File: src/rtl/aes_pkg.sv
// Shared encodings for the AES round sequencer: key lengths, round counts,
// round kinds and controller states.
package aes_pkg;

    localparam logic [1:0] KL_192 = 2'd1;
    localparam logic [1:0] KL_256 = 2'd2;

    localparam logic [3:0] NR_128 = 4'd10;
    localparam logic [3:0] NR_192 = 4'd12;
    localparam logic [3:0] NR_256 = 4'd14;

    localparam logic [1:0] MODE_DEC  = 2'd1;
    localparam logic [1:0] MODE_SELF = 2'd2;

    typedef enum logic [1:0] {
        RK_INIT  = 2'd0,
        RK_MID   = 2'd1,
        RK_FINAL = 2'd2
    } rnd_kind_t;

    typedef enum logic [2:0] {
        S_IDLE,
        S_KEXP,
        S_LOAD,
        S_ROUND,
        S_FINISH
    } state_t;

    // Codes 0 and 3 both select AES-128.
    function automatic logic [3:0] nr_of(input logic [1:0] kl);
        case (kl)
            KL_192:  return NR_192;
            KL_256:  return NR_256;
            default: return NR_128;
        endcase
    endfunction

endpackage

File: src/rtl/aes_round_addr_gen.sv
// Round classification and first round-key word address for round r.
// The inverse cipher walks the key schedule from the end backwards.
module aes_round_addr_gen
    import aes_pkg::*;
#(
    parameter int ADDR_W = 6
) (
    input  logic [3:0]        r,
    input  logic [3:0]        nr,
    input  logic              inv,
    output rnd_kind_t         kind,
    output logic [ADDR_W-1:0] word_addr
);

    logic [3:0] rsel;

    always_comb begin
        rsel      = inv ? (nr - r) : r;
        word_addr = ADDR_W'({rsel, 2'b00});
        kind      = RK_MID;
        if (r == 4'd0)
            kind = RK_INIT;
        else if (r == nr)
            kind = RK_FINAL;
    end

endmodule

File: src/rtl/aes_round_sequencer.sv
// Controller for the shared iterative AES round datapath: key-schedule
// caching, state load, round command issue and encrypt/decrypt self-test.
module aes_round_sequencer
    import aes_pkg::*;
#(
    parameter int ADDR_W = 6,
    parameter int TXT_W  = 128
) (
    input  logic              clk,
    input  logic              rst,
    input  logic              start,
    input  logic [1:0]        key_len,
    input  logic [1:0]        mode,
    input  logic              key_new,
    output logic              kx_start,
    output logic [1:0]        kx_len,
    input  logic              kx_done,
    output logic              st_load,
    output logic              st_src,
    output logic              rnd_valid,
    input  logic              dp_ready,
    output logic [3:0]        rnd_idx,
    output logic [1:0]        rnd_kind,
    output logic              rnd_inv,
    output logic [ADDR_W-1:0] word_addr,
    input  logic [TXT_W-1:0]  pt_in,
    input  logic [TXT_W-1:0]  dp_state,
    output logic              busy,
    output logic              done,
    output logic              pass
);

    state_t            state;
    logic [3:0]        nr;
    logic [3:0]        r;
    logic [1:0]        mode_q;
    logic              kcache_vld;
    logic [1:0]        cached_len;
    logic              pass2;
    rnd_kind_t         kind;
    logic [ADDR_W-1:0] addr;

    aes_round_addr_gen #(.ADDR_W(ADDR_W)) u_addr (
        .r         (r),
        .nr        (nr),
        .inv       (rnd_inv),
        .kind      (kind),
        .word_addr (addr)
    );

    assign rnd_idx   = r;
    assign rnd_kind  = rnd_valid ? kind : RK_INIT;
    assign word_addr = rnd_valid ? addr : '0;

    always_ff @(posedge clk) begin
        if (rst) begin
            state      <= S_IDLE;
            nr         <= '0;
            r          <= '0;
            mode_q     <= '0;
            kcache_vld <= 1'b0;
            cached_len <= '0;
            pass2      <= 1'b0;
            kx_start   <= 1'b0;
            kx_len     <= '0;
            st_load    <= 1'b0;
            st_src     <= 1'b0;
            rnd_valid  <= 1'b0;
            rnd_inv    <= 1'b0;
            busy       <= 1'b0;
            done       <= 1'b0;
            pass       <= 1'b0;
        end else begin
            kx_start <= 1'b0;
            st_load  <= 1'b0;
            done     <= 1'b0;
            unique case (state)
                S_IDLE: begin
                    if (start) begin
                        kx_len  <= key_len;
                        mode_q  <= mode;
                        nr      <= nr_of(key_len);
                        pass    <= 1'b0;
                        pass2   <= 1'b0;
                        st_src  <= 1'b0;
                        rnd_inv <= (mode == MODE_DEC);
                        busy    <= 1'b1;
                        // Reuse the cached schedule only for an unchanged key.
                        if (key_new || !kcache_vld || key_len != cached_len) begin
                            state    <= S_KEXP;
                            kx_start <= 1'b1;
                        end else begin
                            state   <= S_LOAD;
                            st_load <= 1'b1;
                        end
                    end
                end
                S_KEXP: begin
                    if (kx_done) begin
                        kcache_vld <= 1'b1;
                        cached_len <= kx_len;
                        state      <= S_LOAD;
                        st_load    <= 1'b1;
                    end
                end
                S_LOAD: begin
                    r         <= '0;
                    rnd_valid <= 1'b1;
                    state     <= S_ROUND;
                end
                S_ROUND: begin
                    if (dp_ready) begin
                        if (r != nr) begin
                            r <= r + 4'd1;
                        end else if (mode_q == MODE_SELF && !pass2) begin
                            pass2     <= 1'b1;
                            st_src    <= 1'b1;
                            rnd_inv   <= 1'b1;
                            rnd_valid <= 1'b0;
                            st_load   <= 1'b1;
                            state     <= S_LOAD;
                        end else begin
                            rnd_valid <= 1'b0;
                            done      <= 1'b1;
                            state     <= S_FINISH;
                        end
                    end
                end
                S_FINISH: begin
                    if (mode_q == MODE_SELF)
                        pass <= (dp_state == pt_in);
                    busy  <= 1'b0;
                    state <= S_IDLE;
                end
                default: state <= S_IDLE;
            endcase
        end
    end

endmodule

File: config.mk
export PLATFORM = sky130hd
export DESIGN_NAME = aes_round_sequencer
export DESIGN_NICKNAME = d
export VERILOG_FILES = /design/src/rtl/aes_pkg.sv /design/src/rtl/aes_round_addr_gen.sv /design/src/rtl/aes_round_sequencer.sv
export SDC_FILE = /design/constraint.sdc
export NUM_CORES = 1
export LEC_CHECK = 0
export ABC_AREA = 1
export CORE_AREA = 2 2 112 114
export CTS_BUF_LIST = sky130_fd_sc_hd__clkbuf_8
export CTS_CLUSTER_SIZE = 40
export DETAILED_ROUTE_END_ITERATION = 10
export DIE_AREA = 0 0 114 116
export PLACE_DENSITY = 0.69
export SYNTH_ARGS = -nofsm -noshare
export SYNTH_HDL_FRONTEND = slang
export SYNTH_SLANG_ARGS = --single-unit
File: constraint.sdc
create_clock -name clk -period 3.6 [get_ports clk]
set_input_delay 0.72 -clock clk [delete_from_list [all_inputs] [get_ports clk]]
set_output_delay 0.72 -clock clk [all_outputs]
set_load 0.01 [all_outputs]
# Word-level counts from Yosys, hierarchy flattened
# Cells that the tools add are included.
word_totals:
  reg_bits: 26
  latchBits: 0
  ramBits: 0
  mem_bits_ro: 0
  input_bits: 266
  out_inout_bits: 22
  word_cells: 99
  memories: 0
classes:
  add_sub_neg: 2
  mul: 0
  n_div: 0
  magnitude_cmp: 0
  eq_ne: 19
  n_shift: 0
  n_mux: 39
  bitwise_logic: 4
  reduce_logical: 20
ops:
  columns: ["cell", "count"]
  rows:
  - ["== test 128 bit", 1]
  - ["2-to-1 mux 1 bit", 17]
  - ["2-to-1 mux 3 bit", 5]
  - ["!= test 2 bit, second input constant", 7]
  - ["2-to-1 mux 4 bit", 3]
  - ["case mux 3 bit (4 select lines)", 1]
  - ["case mux 1 bit (2 select lines)", 5]
  - ["AND reduction 3 bit", 3]
  - ["2-to-1 mux 2 bit", 4]
  - ["case mux 4 bit (2 select lines)", 1]
  - ["== test 3 x 2 -> 1 bit, second input constant", 2]
  - ["2-to-1 mux 6 bit", 1]
  - ["case mux 3 bit (2 select lines)", 1]
  - ["AND reduction 2 bit", 3]
  - ["nonzero test 2 bit", 3]
  - ["AND reduction 5 bit", 1]
  - ["adder 4 x 1 -> 4 bit, second input constant", 1]
  - ["== test 2 x 1 -> 1 bit, second input constant", 2]
  - ["== test 2 bit, second input constant", 2]
  - ["== test 4 bit", 1]
  - ["logical NOT 4 bit", 1]
  - ["!= test 4 bit", 1]
  - ["inverter 1 bit", 4]
  - ["AND reduction 4 bit", 1]
  - ["11 further kinds", 13]

# Longest topological paths before layout
# Gate-level depths: netlist (run 1).
depth:
  ltp_word: 6
  ltp_mapped: 11
  mapped_depth_nobuf: 11

# Cells and area by module
# From an unflattened synthesis (run 1), not the netlist that was laid out.
unflattened:
  cells_unflattened: 532
  hier_area_um2: 3185.6
by_module_without_submodules:
  columns: ["module", "instances", "cells_each", "area_per_inst_um2", "seq_area_each_um2"]
  rows:
  - ["aes_round_sequencer", 1, 491, 2956.6, 500.5]
  - ["aes_round_addr_gen", 1, 41, 229.0, 0.0]

# Worst setup path before layout (run 1)
# Ideal clock, no wire load.
synth_timing:
  path_kind: "reg-to-output"
  startpoint: "reg r[1] (netlist: rnd_idx[1])"
  endpoint: "out rnd_kind[0]"
  arrival_time_ns: 1.380
  slack_ns: 1.500
  stages_incl_launch_ff: 7
  cell_sequence: "dfxtp_1 -> inv_1 -> ha_1 -> ha_1 -> nand3_2 -> inv_1 -> nor2_1"
synth_between:
  elab_chain_cells: 4
  elab_cells_between_ends: 5
synth_lines:
  columns: ["element", "line_no", "source"]
  rows:
  - ["start, declared", "aes_round_sequencer.sv:35", "logic [3:0] r;"]
  - ["start signal, assigned", "aes_round_sequencer.sv:114", "r <= r + 4'd1;"]
  - ["== test 4 bit", "aes_round_addr_gen.sv:23", "else if (r == nr)"]
  - ["2-to-1 mux 2 bit", "aes_round_addr_gen.sv:23", null]
  - ["2-to-1 mux 2 bit *", "aes_round_addr_gen.sv:21", "if (r == 4'd0)"]
  - ["2-to-1 mux 2 bit *", "aes_round_sequencer.sv:52", "assign rnd_kind = rnd_valid ? kind : RK_INIT;"]
  - ["end, declared", "aes_round_sequencer.sv:23", "output logic [1:0] rnd_kind,"]
# Every way passes the cells marked *; elsewhere a longest branch is shown, timed or not.

# Worst setup path in the final report (run 1)
# Ends and elaborated chain as after synthesis.

==> results of run 1 <==
## final cells by class
cell class	count	area, um2	area share
Timing Repair Buffer	286	2860	0.471
Multi-Input combinational cell	378	2280	0.375
Sequential cell	25	500	0.0825
Inverter	52	195	0.0322
Tap cell	147	184	0.0303
Clock buffer	3	41.3	0.00681
Clock inverter	1	7.51	0.00124
Antenna cell	1	2.50	0.000412
## tightest hold or removal path, cell delays in order, from the launching register on
cell and delay (ns):
dfxtp_1 0.31, inv_1 0.05, a21oi_1 0.06
## metal layers
metal  global-route usage  up-vias  wire length (um)
met2                0.356      166              6620
met3               0.0680       14              1370
li1                     -     1993                 -
met5                    0        -                 0
met4               0.0317        0               223
met1                0.218     1642              5030
## cells in the final DEF (no fill, tap or decap), types with 12 or more instances in the layout
cell / n
a21oi_1: 20
clkdlybuf4s50_1: 285
dfxtp_1: 25
inv_1: 52
nand2_1: 111
nand4_1: 12
nor2_1: 57
o21ai_0: 17
xnor2_1: 92
xor2_1: 24
## state kept, by name (all words and copies together), names as in the netlist
name / cells
rnd_idx: 4
nr: 3
state: 3
cached_len: 2
kx_len: 2
mode_q: 2
busy: 1
done: 1
kcache_vld: 1
kx_start: 1
pass: 1
pass2: 1
rnd_inv: 1
rnd_valid: 1
st_load: 1
## stage by stage
| stage | utilization | area [um2] | power [mW] | setup slack (ns) | hold WS, ns |
|---|---|---|---|---|---|
| 3_3_place_gp | 0.505 | 6020 | 1.16 | 0.996 | 0.446 |
| 4_1_cts | 0.509 | 6060 | 1.35 | 0.599 | 0.458 |
| 2_1_floorplan | - | 3000 | 0.741 | 1.50 | 0.428 |
| 3_5_place_dp | 0.505 | 6020 | 1.17 | 0.921 | 0.444 |
| 6_report | 0.509 | 6070 | 1.34 | 0.620 | 0.460 |
| 5_1_grt | 0.509 | 6070 | 1.44 | 0.467 | 0.475 |
## final timing paths
check / endpoint / from / cells after the start / slack, ns
setup reg to reg: rnd_inv / rnd_idx[1] / 10 / 1.70
hold / removal: kcache_vld / kcache_vld / 2 / 0.46
hold reg to reg: kcache_vld / kcache_vld / 2 / 0.46
setup / recovery: rnd_kind[0] / rnd_idx[1] / 7 / 0.62
## cells by family after synthesis
group,after synthesis
AO/OA/AOI/OAI,42
XOR/XNOR,116
adder cells (fa/ha/maj),7
buffers and inverters,57
flip-flops,25
other,1
AND/OR/NAND/NOR,211
## power by group
part | internal (mW) | switching (mW)
clock network | 0.0785 | 0.0948
logic | 0.466 | 0.322
registers | 0.327 | 0.0528
total | 0.872 | 0.470
==> out/results.tsv, run 1 <==
metric	value	unit
core	0.0119	mm2
routed_wl	13200	um
tns	0	ns
row_count	40	
setup_violations	0	
tightestPinTransition	0.535	ns
path_cells	inv_1 > ha_1 > ha_1 > nand3_2 > inv_1 > nor2_1 > clkdlybuf4s50_1	
timing.final.crit_share	0.828	
cts_tree	built	
dieArea	0.0132	mm2
numPortBuffers	285	
stdcell_count	893	
synth_cells	459	
ctsHoldBuffers	0	
cts_buffers	3	
async_flop_share	0	
synth_compound_area_frac	0.0756	
initial_core_util	0.251	
fin_crit	2.98	ns
p_leak	2.36	nW
die_h	116	um
slew_headroom	0.640	
ys_seq_area_frac	0.167	
ys_warn_count	0	
worst_ir_drop_vdd	0.107	mV
synth_top_family_by_area	XOR/XNOR gates	
start_kind	flip-flop	
yosys.area.top_type	xnor2_1	
synth_area_leaders	xnor2_1 27%, dfxtp_1 17%, nand2_1 14%	
post_cts_buffers	0	
rsz0062_at_grt	no	
synth_top_area_frac	0.269	
synth_xor_area_frac	0.339	
critPathKind	reg -> out	
fmax	336	MHz
drc_errors	0	
synthDistinctLibCells	31	
synth-simple-area-share	0.311	
synth_area_per_cell	6.53	um2
place_hpwl	12300	um
final.fill_count	1180	
cp_slowest_cell	clkdlybuf4s50_1	
final_max_slew_viol_count	0	
hold_viol_final	0	
clock-root-buffer	clkbuf_8	
required	2.88	ns
pin_count	288	
syn_to_final_growth	103	%
path_max_fanout	7	
num-nets-final	1019	
viasPerCell	4.27	
synth_mux_area_frac	0	
antenna_found_initial	1	
cts_resized	0	
critical-path-max-stage-delay	0.56	ns
avgRoutedWirePerCell	14.8	um
synth_area	0.00300	mm2
drt-initial-drc-count	163	
drtAntennaViolNets	0	
ys.flop_type	dfxtp_1	
cpLargestDelayFamily	buffers and inverters	
htree_levels	1	
yosys.area_share.adder	0.0317	
yosys-top-cells-count	111 x nand2_1, 92 x xnor2_1, 57 x nor2_1	
routed-via-count	3815	
fin_worst_skew	0.00441	ns
cts_sinks	25	
dr.pass1.iters	4	
p_per_area	221	mW/mm2
grt_util_all_layers	0.193	
overflow	0	
critical_path_buf_inv_count	3	
path_clk_slew	0.09	ns
synth_edf_count	0	
cap_violations	0	
clk_latency	0.27	ns
ys_ff_latch	25	
drive_above_1_share	0.0282	
grt_pass1_wl	19800	um
grt_max_degree	16	
routabilityCongestion	0.944	
die_w	114	um
cp-end-kind	output pin	
hold_path_class	reg -> reg	
status	completed	
cts_buffer_depth	2	
placedCellCount	888	
first_global_vias	3919	
yosysMostFrequentCell	nand2_1	
crit_arrival	2.26	ns
No activity file was read; power rests on OpenSTA's default activity.
==> run 2, diff against run 1 <==
--- a/config.mk
+++ b/config.mk
@@ -6,12 +6,12 @@
 export NUM_CORES = 1
 export LEC_CHECK = 0
 export ABC_AREA = 1
-export CORE_AREA = 2 2 112 114
+export CORE_AREA = 2 2 111 113
 export CTS_BUF_LIST = sky130_fd_sc_hd__clkbuf_8
 export CTS_CLUSTER_SIZE = 40
 export DETAILED_ROUTE_END_ITERATION = 10
-export DIE_AREA = 0 0 114 116
-export PLACE_DENSITY = 0.69
+export DIE_AREA = 0 0 113 115
+export PLACE_DENSITY = 0.7
 export SYNTH_ARGS = -nofsm -noshare
 export SYNTH_HDL_FRONTEND = slang
 export SYNTH_SLANG_ARGS = --single-unit
==> constraint.sdc (replaced) <==
create_clock -name clk -period 2.95 [get_ports clk]
set_input_delay 0.59 -clock clk [delete_from_list [all_inputs] [get_ports clk]]
set_output_delay 0.59 -clock clk [all_outputs]
set_load 0.01 [all_outputs]
==> out/results.tsv, run 2 (synthesis results as in run 1) <==
metric	value	unit	change
n_antenna_cell	0		-1
cpLargestDelayFamily	buffers and inverters		
syn_to_final_growth	102	%	about the same
clk_latency	0.26	ns	about the same
grt_pass1_wl	19300	um	-2.3%
cts_buffers	3		unchanged
overflow	0		unchanged
drt-initial-drc-count	139		-15%
status	finished with violations		
dieArea	0.0130	mm2	-1.7%
grt_util_all_layers	0.190		-0.00326
path_clk_slew	0.09	ns	about the same
numPortBuffers	285		unchanged
clock-root-buffer	clkbuf_8		
viasPerCell	4.22		-1.3%
core	0.0118	mm2	-0.84%
place_hpwl	12000	um	-2.3%
whs_endpoint	kcache_vld		
cp_common_cell	inv_1		
setup_violations	0		unchanged
reg2reg_slack	1.14	ns	-0.56 ns
die_w	113	um	-0.88%
critical-path-max-stage-delay	0.53	ns	-0.03 ns
min_from	kcache_vld		
p_per_area	267	mW/mm2	+21%
hold_viol_final	0		unchanged
placedCellCount	888		unchanged
drtAntennaViolNets	0		unchanged
critPathKind	reg -> out		
grt_max_degree	15		-1
largest_reg_flops	4		unchanged
cp_slowest_cell	clkdlybuf4s50_1		
rsz0062_at_grt	no		
first_global_vias	3908		-0.28%
layout_commonest_cell	clkdlybuf4s50_1		
routed_wl	12900	um	-2.9%
worstHoldPathCells	2		unchanged
worst_ir_drop_vdd	0.157	mV	+46%
r2r_cells	9		-1
timing.final.crit_share	0.939		
dr.pass1.iters	9		+5
cts_buffer_depth	2		unchanged
crit_arrival	2.18	ns	-0.08 ns
drive_above_1_share	0.0295		+0.00134
path_max_fanout	4		-3
antenna_found_initial	0		-1
row_count	40		unchanged
cp-end-kind	output pin		
violations	DRC		
routed-via-count	3760		-1.4%
layout.cells.most_common_list	285 x clkdlybuf4s50_1, 111 x nand2_1, 92 x xnor2_1, 57 x nor2_1, 52 x inv_1		
die_h	115	um	-0.86%
tns	0	ns	unchanged
htree_levels	1		unchanged
num-nets-final	1019		unchanged
start_kind	flip-flop		
final.fill_count	1149		-2.6%
cap_violations	0		unchanged
timing.rr.end	rnd_inv		
avgRoutedWirePerCell	14.4	um	-2.7%
cts_tree	built		
hold_path_class	reg -> reg		
fin_crit	2.77	ns	
cts_sinks	25		unchanged
required	2.36	ns	-0.52 ns
critical_path_buf_inv_count	3		unchanged
path_cells	inv_1 > ha_1 > a21oi_1 > nand3_1 > nand2_1 > o221ai_1 > inv_1 > clkdlybuf4s50_1		
p_leak	2.36	nW	+0.18%
stdcell_count	892		-0.11%
fmax	361	MHz	
final_max_slew_viol_count	0		unchanged
drc_errors	10		+10
r2r_start	rnd_idx[1]		
routabilityCongestion	0.926		-2.0%
pin_count	288		unchanged
initial_core_util	0.254		+0.00213
fin_worst_skew	0.00211	ns	-0.00230 ns
-- run 2: what timing repair did --
item | in CTS | in global routing
hold buffers | 0 | 0
gates resized for setup | 0 | 1
endpoints found under the hold margin | 0 | 0
buffers inserted | 0 | 0
setup endpoints to repair | 0 | 1
-- run 2: per-layer routing --
layer / wire length (um) / vias up / global-route usage / part of all wire
met1: 4680 / 1589 / 0.201 / 0.36
met4: 197 / 0 / 0.0317 / 0.015
met3: 1240 / 14 / 0.0569 / 0.096
met2: 6750 / 166 / 0.375 / 0.52
li1: - / 1991 / - / -
met5: 0 / - / 0 / 0
-- run 2: area by class of cell --
type                       instances  area [um2]  share of cell area
multi-input combinational        378        2280               0.375
inverter                          52         195              0.0322
tap                              147         184              0.0303
sequential                        25         502              0.0827
clock buffer                       3        41.3             0.00681
clock inverter                     1        5.00            0.000825
timing repair buffer             286        2860               0.472
-- run 2: stage by stage --
step	util	hold slack [ns]	worst slack (ns)	area (um2)	power, mW
floorplan	-	0.428	0.980	3000	0.904
global placement	0.509	0.455	0.499	6020	1.41
detailed placement	0.509	0.465	0.435	6020	1.43
CTS	0.513	0.479	0.125	6060	1.64
global route	0.513	0.504	0.0377	6060	1.76
finish	0.513	0.473	0.181	6060	1.62
-- run 2: worst max-delay path by stage --
stage / start / endpoint / slack, ns / depth (start not counted)
6_report: rnd_idx[2] / word_addr[5] / 0.18 / 8
3_5_place_dp: rnd_idx[1] / rnd_kind[0] / 0.44 / 7
2_1_floorplan: rnd_idx[1] / rnd_kind[0] / 0.98 / 6
4_1_cts: rnd_idx[1] / rnd_kind[0] / 0.13 / 7
5_1_grt: rnd_idx[2] / word_addr[5] / 0.04 / 8
3_3_place_gp: rnd_idx[1] / rnd_kind[0] / 0.50 / 7
-- run 2: report_power, final --
| part | switching [mW] | total (mW) | internal [mW] |
|---|---|---|---|
| Clock | 0.105 | 0.199 | 0.0943 |
| Combinational | 0.397 | 0.966 | 0.569 |
| Sequential | 0.0578 | 0.457 | 0.399 |
| Total | 0.559 | 1.62 | 1.06 |
-- run 2: worst min-delay path, cell delays in order, from the launching register on --
cell     delay (ns)
dfxtp_1        0.30
inv_1          0.06
a21oi_1        0.06
==> run 3, diff against run 2 <==
--- a/config.mk
+++ b/config.mk
@@ -6,6 +6,7 @@
 export NUM_CORES = 1
 export LEC_CHECK = 0
 export ABC_AREA = 1
+export CAP_MARGIN = 15
 export CORE_AREA = 2 2 111 113
 export CTS_BUF_LIST = sky130_fd_sc_hd__clkbuf_8
 export CTS_CLUSTER_SIZE = 40
==> results of run 3 <==
Same layout as run 2: the final DEF is identical, and so are final timing and power.
